[config.mk]
export PLATFORM = sky130hd
export DESIGN_NAME = date_month
export DESIGN_NICKNAME = d
export VERILOG_FILES = /design/src/rtl/date_month.sv
export SDC_FILE = /design/constraint.sdc
export NUM_CORES = 1
export LEC_CHECK = 0
export ABC_AREA = 1
export CAP_MARGIN = 20
export CORE_UTILIZATION = 40
export CTS_CLUSTER_SIZE = 24
export DETAILED_ROUTE_END_ITERATION = 6
export PLACE_DENSITY = 0.72
export REMOVE_ABC_BUFFERS = 1
export SYNTH_ARGS = -nofsm -noshare
export SYNTH_HDL_FRONTEND = slang
export SYNTH_SLANG_ARGS = --single-unit
[constraint.sdc]
create_clock -name clk -period 2.3 [get_ports clk]
set_input_delay 0.46 -clock clk [delete_from_list [all_inputs] [get_ports clk]]
set_output_delay 0.46 -clock clk [all_outputs]
set_load 0.02 [all_outputs]
[src/rtl/date_month.sv]
// Day/month calendar counter with load validation and leap-year support.
// Advances one day per day_tick, rolls Dec 31 over to Jan 1 with a one-cycle
// year_inc pulse, and rejects impossible dates on load (load_err pulse).
// Optional feature macro: LEAP_YEAR_EN (Feb has 29 days when year[1:0] == 0).
module date_month (
   input  logic       clk,
   input  logic       clear,
   input  logic       day_tick,
   input  logic       load,
   input  logic [4:0] load_day,
   input  logic [3:0] load_month,
   input  logic [5:0] year,
   input  logic       enable,
   output logic [4:0] day,
   output logic [3:0] month,
   output logic       year_inc,
   output logic       load_err,
   output logic [4:0] day_bus,
   output logic [3:0] month_bus
);

   logic [4:0] day_reg, day_next;
   logic [3:0] month_reg, month_next;
   logic       year_inc_reg, year_inc_next;
   logic       load_err_reg, load_err_next;
   logic       leap;
   logic [4:0] dim_cur;
   logic [4:0] dim_load;
   logic       load_ok;

`ifdef LEAP_YEAR_EN
   // Only the two low bits of the year matter: multiples of four are leap.
   logic unused_year_hi;
   assign leap           = (year[1:0] == 2'd0);
   assign unused_year_hi = ^year[5:2];
`else
   // Without leap support February is always 28 days and year is ignored.
   logic unused_year;
   assign leap        = 1'b0;
   assign unused_year = ^year;
`endif

   function automatic logic [4:0] days_in_month(input logic [3:0] m, input logic lp);
      case (m)
         4'd2:                      return lp ? 5'd29 : 5'd28;
         4'd4, 4'd6, 4'd9, 4'd11:   return 5'd30;
         default:                   return 5'd31;
      endcase
   endfunction

   assign dim_cur  = days_in_month(month_reg, leap);
   assign dim_load = days_in_month(load_month, leap);
   assign load_ok  = (load_month >= 4'd1) && (load_month <= 4'd12) &&
                     (load_day >= 5'd1) && (load_day <= dim_load);

   // Next-state: load beats day_tick; a rollover uses >= so a Feb 29 made
   // invalid by a year change still advances to Mar 1.
   always_comb begin
      day_next      = day_reg;
      month_next    = month_reg;
      year_inc_next = 1'b0;
      load_err_next = 1'b0;
      if (load) begin
         if (load_ok) begin
            day_next   = load_day;
            month_next = load_month;
         end else begin
            load_err_next = 1'b1;
         end
      end else if (day_tick) begin
         if (day_reg < dim_cur) begin
            day_next = day_reg + 5'd1;
         end else begin
            day_next = 5'd1;
            if (month_reg >= 4'd12) begin
               month_next    = 4'd1;
               year_inc_next = 1'b1;
            end else begin
               month_next = month_reg + 4'd1;
            end
         end
      end
   end

   // State registers with synchronous clear to Jan 1.
   always_ff @(posedge clk) begin
      if (clear) begin
         day_reg      <= 5'd1;
         month_reg    <= 4'd1;
         year_inc_reg <= 1'b0;
         load_err_reg <= 1'b0;
      end else begin
         day_reg      <= day_next;
         month_reg    <= month_next;
         year_inc_reg <= year_inc_next;
         load_err_reg <= load_err_next;
      end
   end

   assign day       = day_reg;
   assign month     = month_reg;
   assign year_inc  = year_inc_reg;
   assign load_err  = load_err_reg;
   assign day_bus   = enable ? day_reg : 5'd0;
   assign month_bus = enable ? month_reg : 4'd0;

endmodule

==> metrics, run 1 <==
final setup fails=0; Mapped Cells=157; Max rail drop VDD=0.251 mV; reg-to-reg startpoint=month[2]; Fin. Hold Viols=0; # Max-Cap Violations=0; CTS H-tree lvls=1; hpwl dp=1.90 mm; Yosys reg bits=11; crit-path leading delay family=buffers and inverters; grt ovf=0; Slew HR=78.6%; Pre-antenna DRT Iters=4; wire per inst=10.9 um; Pwr Density=450 nW/um^2; first-pass GRT wire length=3.93 mm; TritonCTS buffer count=3; met3 Use GR=2.68%; largest cells by area after synthesis=dfxtp_1 23%, nand2_1 17%, ha_1 10%; # port buffers=33; critical path launch point type=input port; Synth top area share=22.7%; worst hold path class=reg2reg; buffers and inverters on the worst path=4; largest net degree at the start of global routing=10; number of global-route vias before repair=961; via count=1105; Final Util=63.2%; clk_lat worst skew=0.28 ns; Crit. End Element=flip-flop; register area=220 um^2; Synth area leader=dfxtp_1; gpl congestion=0.766; Setup WS post-layout=0.0357 ns; final instance area=1420 um^2; worst-case reg-to-reg path depth=13; FMAX=442 MHz; Mean Syn Cell Area=6.19 um^2; Setup Crit Path Kind=in2reg; Final ANT Viol Nets=0; Final period util=98.4%; Netlist cell types=26; Post-synth EDFFs=0; mapped cell area=972 um^2; initial cell density of the core=43.1%; slowest cell delay on critical path=0.55 ns; DP Worst Slack=-0.248 ns; initial antenna violation count=0; fillers=218; residual DRC count=0; Slew Limit Fails=0; CTS Buffer Depth=2; static leakage=0.741 nW; Worst Skew=0.000890 ns; DIE AREA=2630 um^2; Arr. time, crit path=2.45 ns; Initial DRC Count=23; busiest grt layer=met2; WL final=2.47 mm; Layout area overhead=46.5%; met1 usage=22.5%; # diodes=0; post-route minimum period=2.26 ns; CP cell instances=clkdlybuf4s50_1 > inv_2 > nor2_1 > o22ai_2 > ha_1 > a21boi_0 > nand4_1 > buf_4 > buf_4 > a211oi_1; sequential area share after synthesis=22.7%; Worst-Margin Slew=0.320 ns; crit path max-delay cell type=clkdlybuf4s50_1; Hold Path Origin=month[1]; worst hold path stage count=2; worst r2r dst=month[3]; die width=51.3 um; max reg flops=5; area of the multi-input gates=656 um^2; CTS clock-pin slew for the worst setup and hold paths=0.07 ns; most used cell, CP=buf_4; status=completed; Die H=51.3 um; Nets=228; leading cell types in the layout, fill and taps excluded=43 x nand2_1, 32 x clkdlybuf4s50_1, 24 x inv_1; Via density=4.87; Sink Count=11; M2 GR Usage=37.1%; CTS tree=done; most common cell after layout, fill and taps aside=nand2_1; top_reg_cell synth=dfxtp_1; Tot GR Track Use=20.3%; crit-path max FO=4; row cnt=17; Worst R2R Setup Slack=0.57 ns; Core ar.=2250 um^2; CP required=2.49 ns; Synth Warn #=0; IO Count=40; Worst Hold End=month[1]; post-synthesis async set-or-reset flop share=0%; clock root buffer master=clkbuf_4; dpl cell area=1370 um^2; fraction of layout cells with a size suffix above 1=12.1%
[report_power, final]
| group | total, mW | switching [mW] | internal [mW] |
|---|---|---|---|
| Sequential | 0.235 | 0.0280 | 0.207 |
| Clock | 0.136 | 0.0681 | 0.0674 |
| Combinational | 0.270 | 0.143 | 0.127 |
| Total | 0.641 | 0.239 | 0.402 |
[how the worst max path moves through the flow]
stage / slack [ns] / cells past startpoint / from / to
floorplan: 0.36 / 9 / load_month[2] / day[2]
global placement: -0.22 / 10 / load_month[2] / day[2]
detailed placement: -0.25 / 10 / load_month[2] / day[1]
CTS: 0.05 / 10 / load_month[2] / day[1]
global route: -0.07 / 10 / load_month[0] / load_err
finish: 0.04 / 10 / load_month[0] / load_err
[layout make-up]
cell class / count / area share [%]
clock buffers: 4 / 1.85
inverters: 26 / 6.85
repair buffers: 41 / 27.3
well taps: 28 / 2.46
flip-flops and latches: 11 / 15.5
multi-input cells: 117 / 46.0
[cell usage after synthesis, types with 2 or more instances]
master     n
nand4_1    2
inv_2      2
nand2_1   43
o21ai_0    4
o21ai_1    5
nor2_1    23
a22oi_1    2
dfxtp_1   11
xor2_1     3
nand3_1    7
nand2_2    3
nor3_1     5
nand2_4    3
clkbuf_1   2
inv_1     24
ha_1       8
[worst register-to-register path, cell delays in order (launching register included)]
cell,delay [ns]
dfxtp_1,0.47
inv_2,0.08
nand2_2,0.10
nor2_1,0.05
ha_1,0.26
nand2_1,0.05
nor2_1,0.12
nand2_2,0.08
nand2_4,0.10
nand2_4,0.07
nand2_4,0.09
nand2_1,0.06
nand2_1,0.05
nor2_1,0.04
[cell families (layout without fill, tap and decap cells)]
family | after synthesis | in the layout | share of synthesized area [%]
XOR/XNOR | 4 | 4 | 3.60
flip-flops | 11 | 11 | 22.7
AO/OA/AOI/OAI | 16 | 16 | 10.0
AND/OR/NAND/NOR | 89 | 89 | 41.4
buffers and inverters | 29 | 71 | 12.0
adder cells (fa/ha/maj) | 8 | 8 | 10.3
[repair_timing]
item,CTS,global route
resized for setup,1,4
hold buffers,0,0
pin swaps,0,2
endpoints found under the setup margin,9,4
buffers inserted,0,1
[metrics by stage]
| stage | cells | hold slack (ns) | setup TNS, ns | power, mW |
|---|---|---|---|---|
| finish | 227 | 0.558 | 0 | 0.641 |
| global route | 227 | 0.590 | -0.182 | 0.686 |
| CTS | 226 | 0.561 | 0 | 0.640 |
| detailed placement | 222 | 0.551 | -1.92 | 0.503 |
| global placement | 222 | 0.543 | -1.58 | 0.495 |
| floorplan | 154 | 0.533 | 0 | 0.382 |
[metal layers]
layer	vias up	routed length [um]
met1	493	1100
met3	4	103
li1	576	-
met2	32	1210
met5	-	0
met4	0	59
(Power assumes the default switching activity.)
==> run 2: changes to the inputs <==
--- a/config.mk
+++ b/config.mk
@@ -12,6 +12,7 @@
 export DETAILED_ROUTE_END_ITERATION = 6
 export PLACE_DENSITY = 0.72
 export REMOVE_ABC_BUFFERS = 1
+export SLEW_MARGIN = 20
 export SYNTH_ARGS = -nofsm -noshare
 export SYNTH_HDL_FRONTEND = slang
 export SYNTH_SLANG_ARGS = --single-unit
==> results of run 2 <==
Final layout, timing and power as in run 1 (identical DEF).
==> run 3: changes to the inputs <==
--- a/config.mk
+++ b/config.mk
@@ -7,7 +7,9 @@
 export LEC_CHECK = 0
 export ABC_AREA = 1
 export CAP_MARGIN = 20
+export CORE_MARGIN = 4
 export CORE_UTILIZATION = 40
+export CTS_BUF_LIST = sky130_fd_sc_hd__clkbuf_16
 export CTS_CLUSTER_SIZE = 24
 export DETAILED_ROUTE_END_ITERATION = 6
 export PLACE_DENSITY = 0.72
==> run 3 against run 2 <==
Die area grew 25%; core utilization grew 3.3 points; global-route usage shrank 4.0 points; non-clock buffer count grew 1; sequential share of layout area shrank 0.76 points; via count shrank 0.36%; combinational power grew 2%; design area grew 5.2%; power grew 29%; hold slack lost 0.015 ns; wire length grew 1.9%.
==> metrics, run 3 (same netlist as run 1, synthesis figures left out) <==
Final Power=0.827 mW; Crit. End Element=flip-flop; wire per inst=11.0 um; Final ANT Viol Nets=0; IO Count=40; Worst Skew=0.000460 ns; CTS tree=done; first-pass GRT wire length=4.28 mm; Layout area overhead=54.1%; Setup Crit Path Kind=in2reg; Max rail drop VDD=0.366 mV; CP required=2.43 ns; Final Util=66.4%; DIE AREA=3280 um^2; Via density=4.83; number of global-route vias before repair=1018; row cnt=17; CTS H-tree lvls=1; Tot GR Track Use=16.3%; post-route minimum period=2.20 ns; Setup TNS=0 ns; met1 WL=1.08 mm; buffers and inverters on the worst path=2; crit-path max FO=8; Final period util=95.6%; worst r2r dst=month[2]; met3 wire length=140 um; gpl congestion=0.771; # diodes=0; worst hold path stage count=2; # Max-Cap Violations=0; clock root buffer master=clkbuf_16; Hold Path Origin=month[3]; Worst-Margin Slew=0.344 ns; CP cell instances=clkdlybuf4s50_1 > inv_2 > nor2_2 > o22ai_2 > ha_1 > a21boi_1 > nand4_1 > nand3_4 > nand2_4 > o21ai_2 > nor2_1; die width=57.3 um; most common cell after layout, fill and taps aside=nand2_1; slowest cell delay on critical path=0.54 ns; Initial DRC Count=13; CTS Buffer Depth=2; max reg flops=5; dpl cell area=1390 um^2; Arr. time, crit path=2.33 ns; Pwr Density=553 nW/um^2; worst-case reg-to-reg path depth=14; Worst R2R Setup Slack=0.58 ns; top layer used by detailed routing=met4; Pre-antenna DRT Iters=4; Nets=229; buffer count from post-CTS setup fixing=0; largest net degree at the start of global routing=10; grt ovf=0; fraction of layout cells with a size suffix above 1=14.5%; Sink Count=11; TritonCTS buffer count=3; clk_lat worst skew=0.24 ns; leading cell types in the layout, fill and taps excluded=43 x nand2_1, 31 x clkdlybuf4s50_1, 25 x inv_1; CTS clock-pin slew for the worst setup and hold paths=0.04 ns; via count=1101; final setup fails=0; initial cell density of the core=43.1%; met2 routed WL=1.23 mm; crit-path leading delay family=buffers and inverters; reg-to-reg startpoint=month[0]; FMAX=455 MHz; WL final=2.52 mm; hold_buf cts=0; final instance area=1500 um^2; Fin. Hold Viols=0; crit path max-delay cell type=clkdlybuf4s50_1; Slew HR=77.0%; Die H=57.3 um; Worst Hold End=year_inc; # port buffers=33; Slew Limit Fails=0; status=completed; critical path launch point type=input port; residual DRC count=0; initial antenna violation count=0; static leakage=0.785 nW; Core ar.=2250 um^2; hpwl dp=1.99 mm; worst hold path class=reg2reg
## run 3: cell count changes in the layout (fill, tap and decap cells not counted), sizes merged
cell           change
dlymetal6s2s       +1
clkbuf             -1
buf                +1
inv                +1
clkdlybuf4s50      -1
## run 3: layout make-up
| type | instances | area (um^2) |
|---|---|---|
| Fill cell | 206 | 757 |
| Sequential cell | 11 | 220 |
| Multi-Input combinational cell | 117 | 667 |
| Clock inverter | 1 | 3.75 |
| Tap cell | 28 | 35.0 |
| Clock buffer | 3 | 75.1 |
| Inverter | 26 | 97.6 |
| Timing Repair Buffer | 42 | 399 |
## run 3: power by group
group	leakage (nW)	switching [mW]	internal, mW	total, mW
registers	0.0910	0.0284	0.208	0.237
clock network	0.0423	0.0868	0.228	0.315
logic	0.652	0.145	0.131	0.276
total	0.785	0.260	0.567	0.827
## run 3: worst register-to-register path, stage by stage, from the launching register on
cell and delay (ns):
dfxtp_1 0.32, inv_1 0.07, ha_1 0.19, inv_1 0.07, nor2_1 0.05, ha_1 0.26, nand2_1 0.05, nor2_1 0.12
nand2_2 0.08, nand2_4 0.10, nand2_4 0.07, nand2_4 0.09, nand2_1 0.06, nand2_1 0.06, nor2_1 0.04
## run 3: metrics by stage
stage	worst slack, ns	hold slack [ns]	instances
after floorplan	0.357	0.533	154
after global placement	-0.217	0.540	224
after detailed placement	-0.288	0.547	224
after CTS	0.0148	0.547	228
after global routing	-0.00214	0.576	228
final	0.101	0.543	228
## run 3: what timing repair did
action,4_1_cts,5_1_grt
hold endpoints to repair,0,0
pin swaps,0,5
gates resized for setup,2,9
setup endpoints to repair,13,10
## run 3: routing by layer
metal | vias to the layer above | track usage (%)
li1 | 576 | -
met1 | 481 | 19.3
met2 | 36 | 28.2
met3 | 8 | 1.81
met4 | 0 | 9.60
met5 | - | 0
## run 3: how the worst max path moves through the flow
stage / from / end / slack [ns] / cells past startpoint
6_report: load_month[0] / day[2] / 0.10 / 11
2_1_floorplan: load_month[2] / day[2] / 0.36 / 9
4_1_cts: load_month[2] / day[2] / 0.01 / 10
3_5_place_dp: load_month[2] / day[2] / -0.29 / 10
5_1_grt: load_month[2] / day[1] / -0.002 / 12
3_3_place_gp: load_month[2] / day[2] / -0.22 / 10
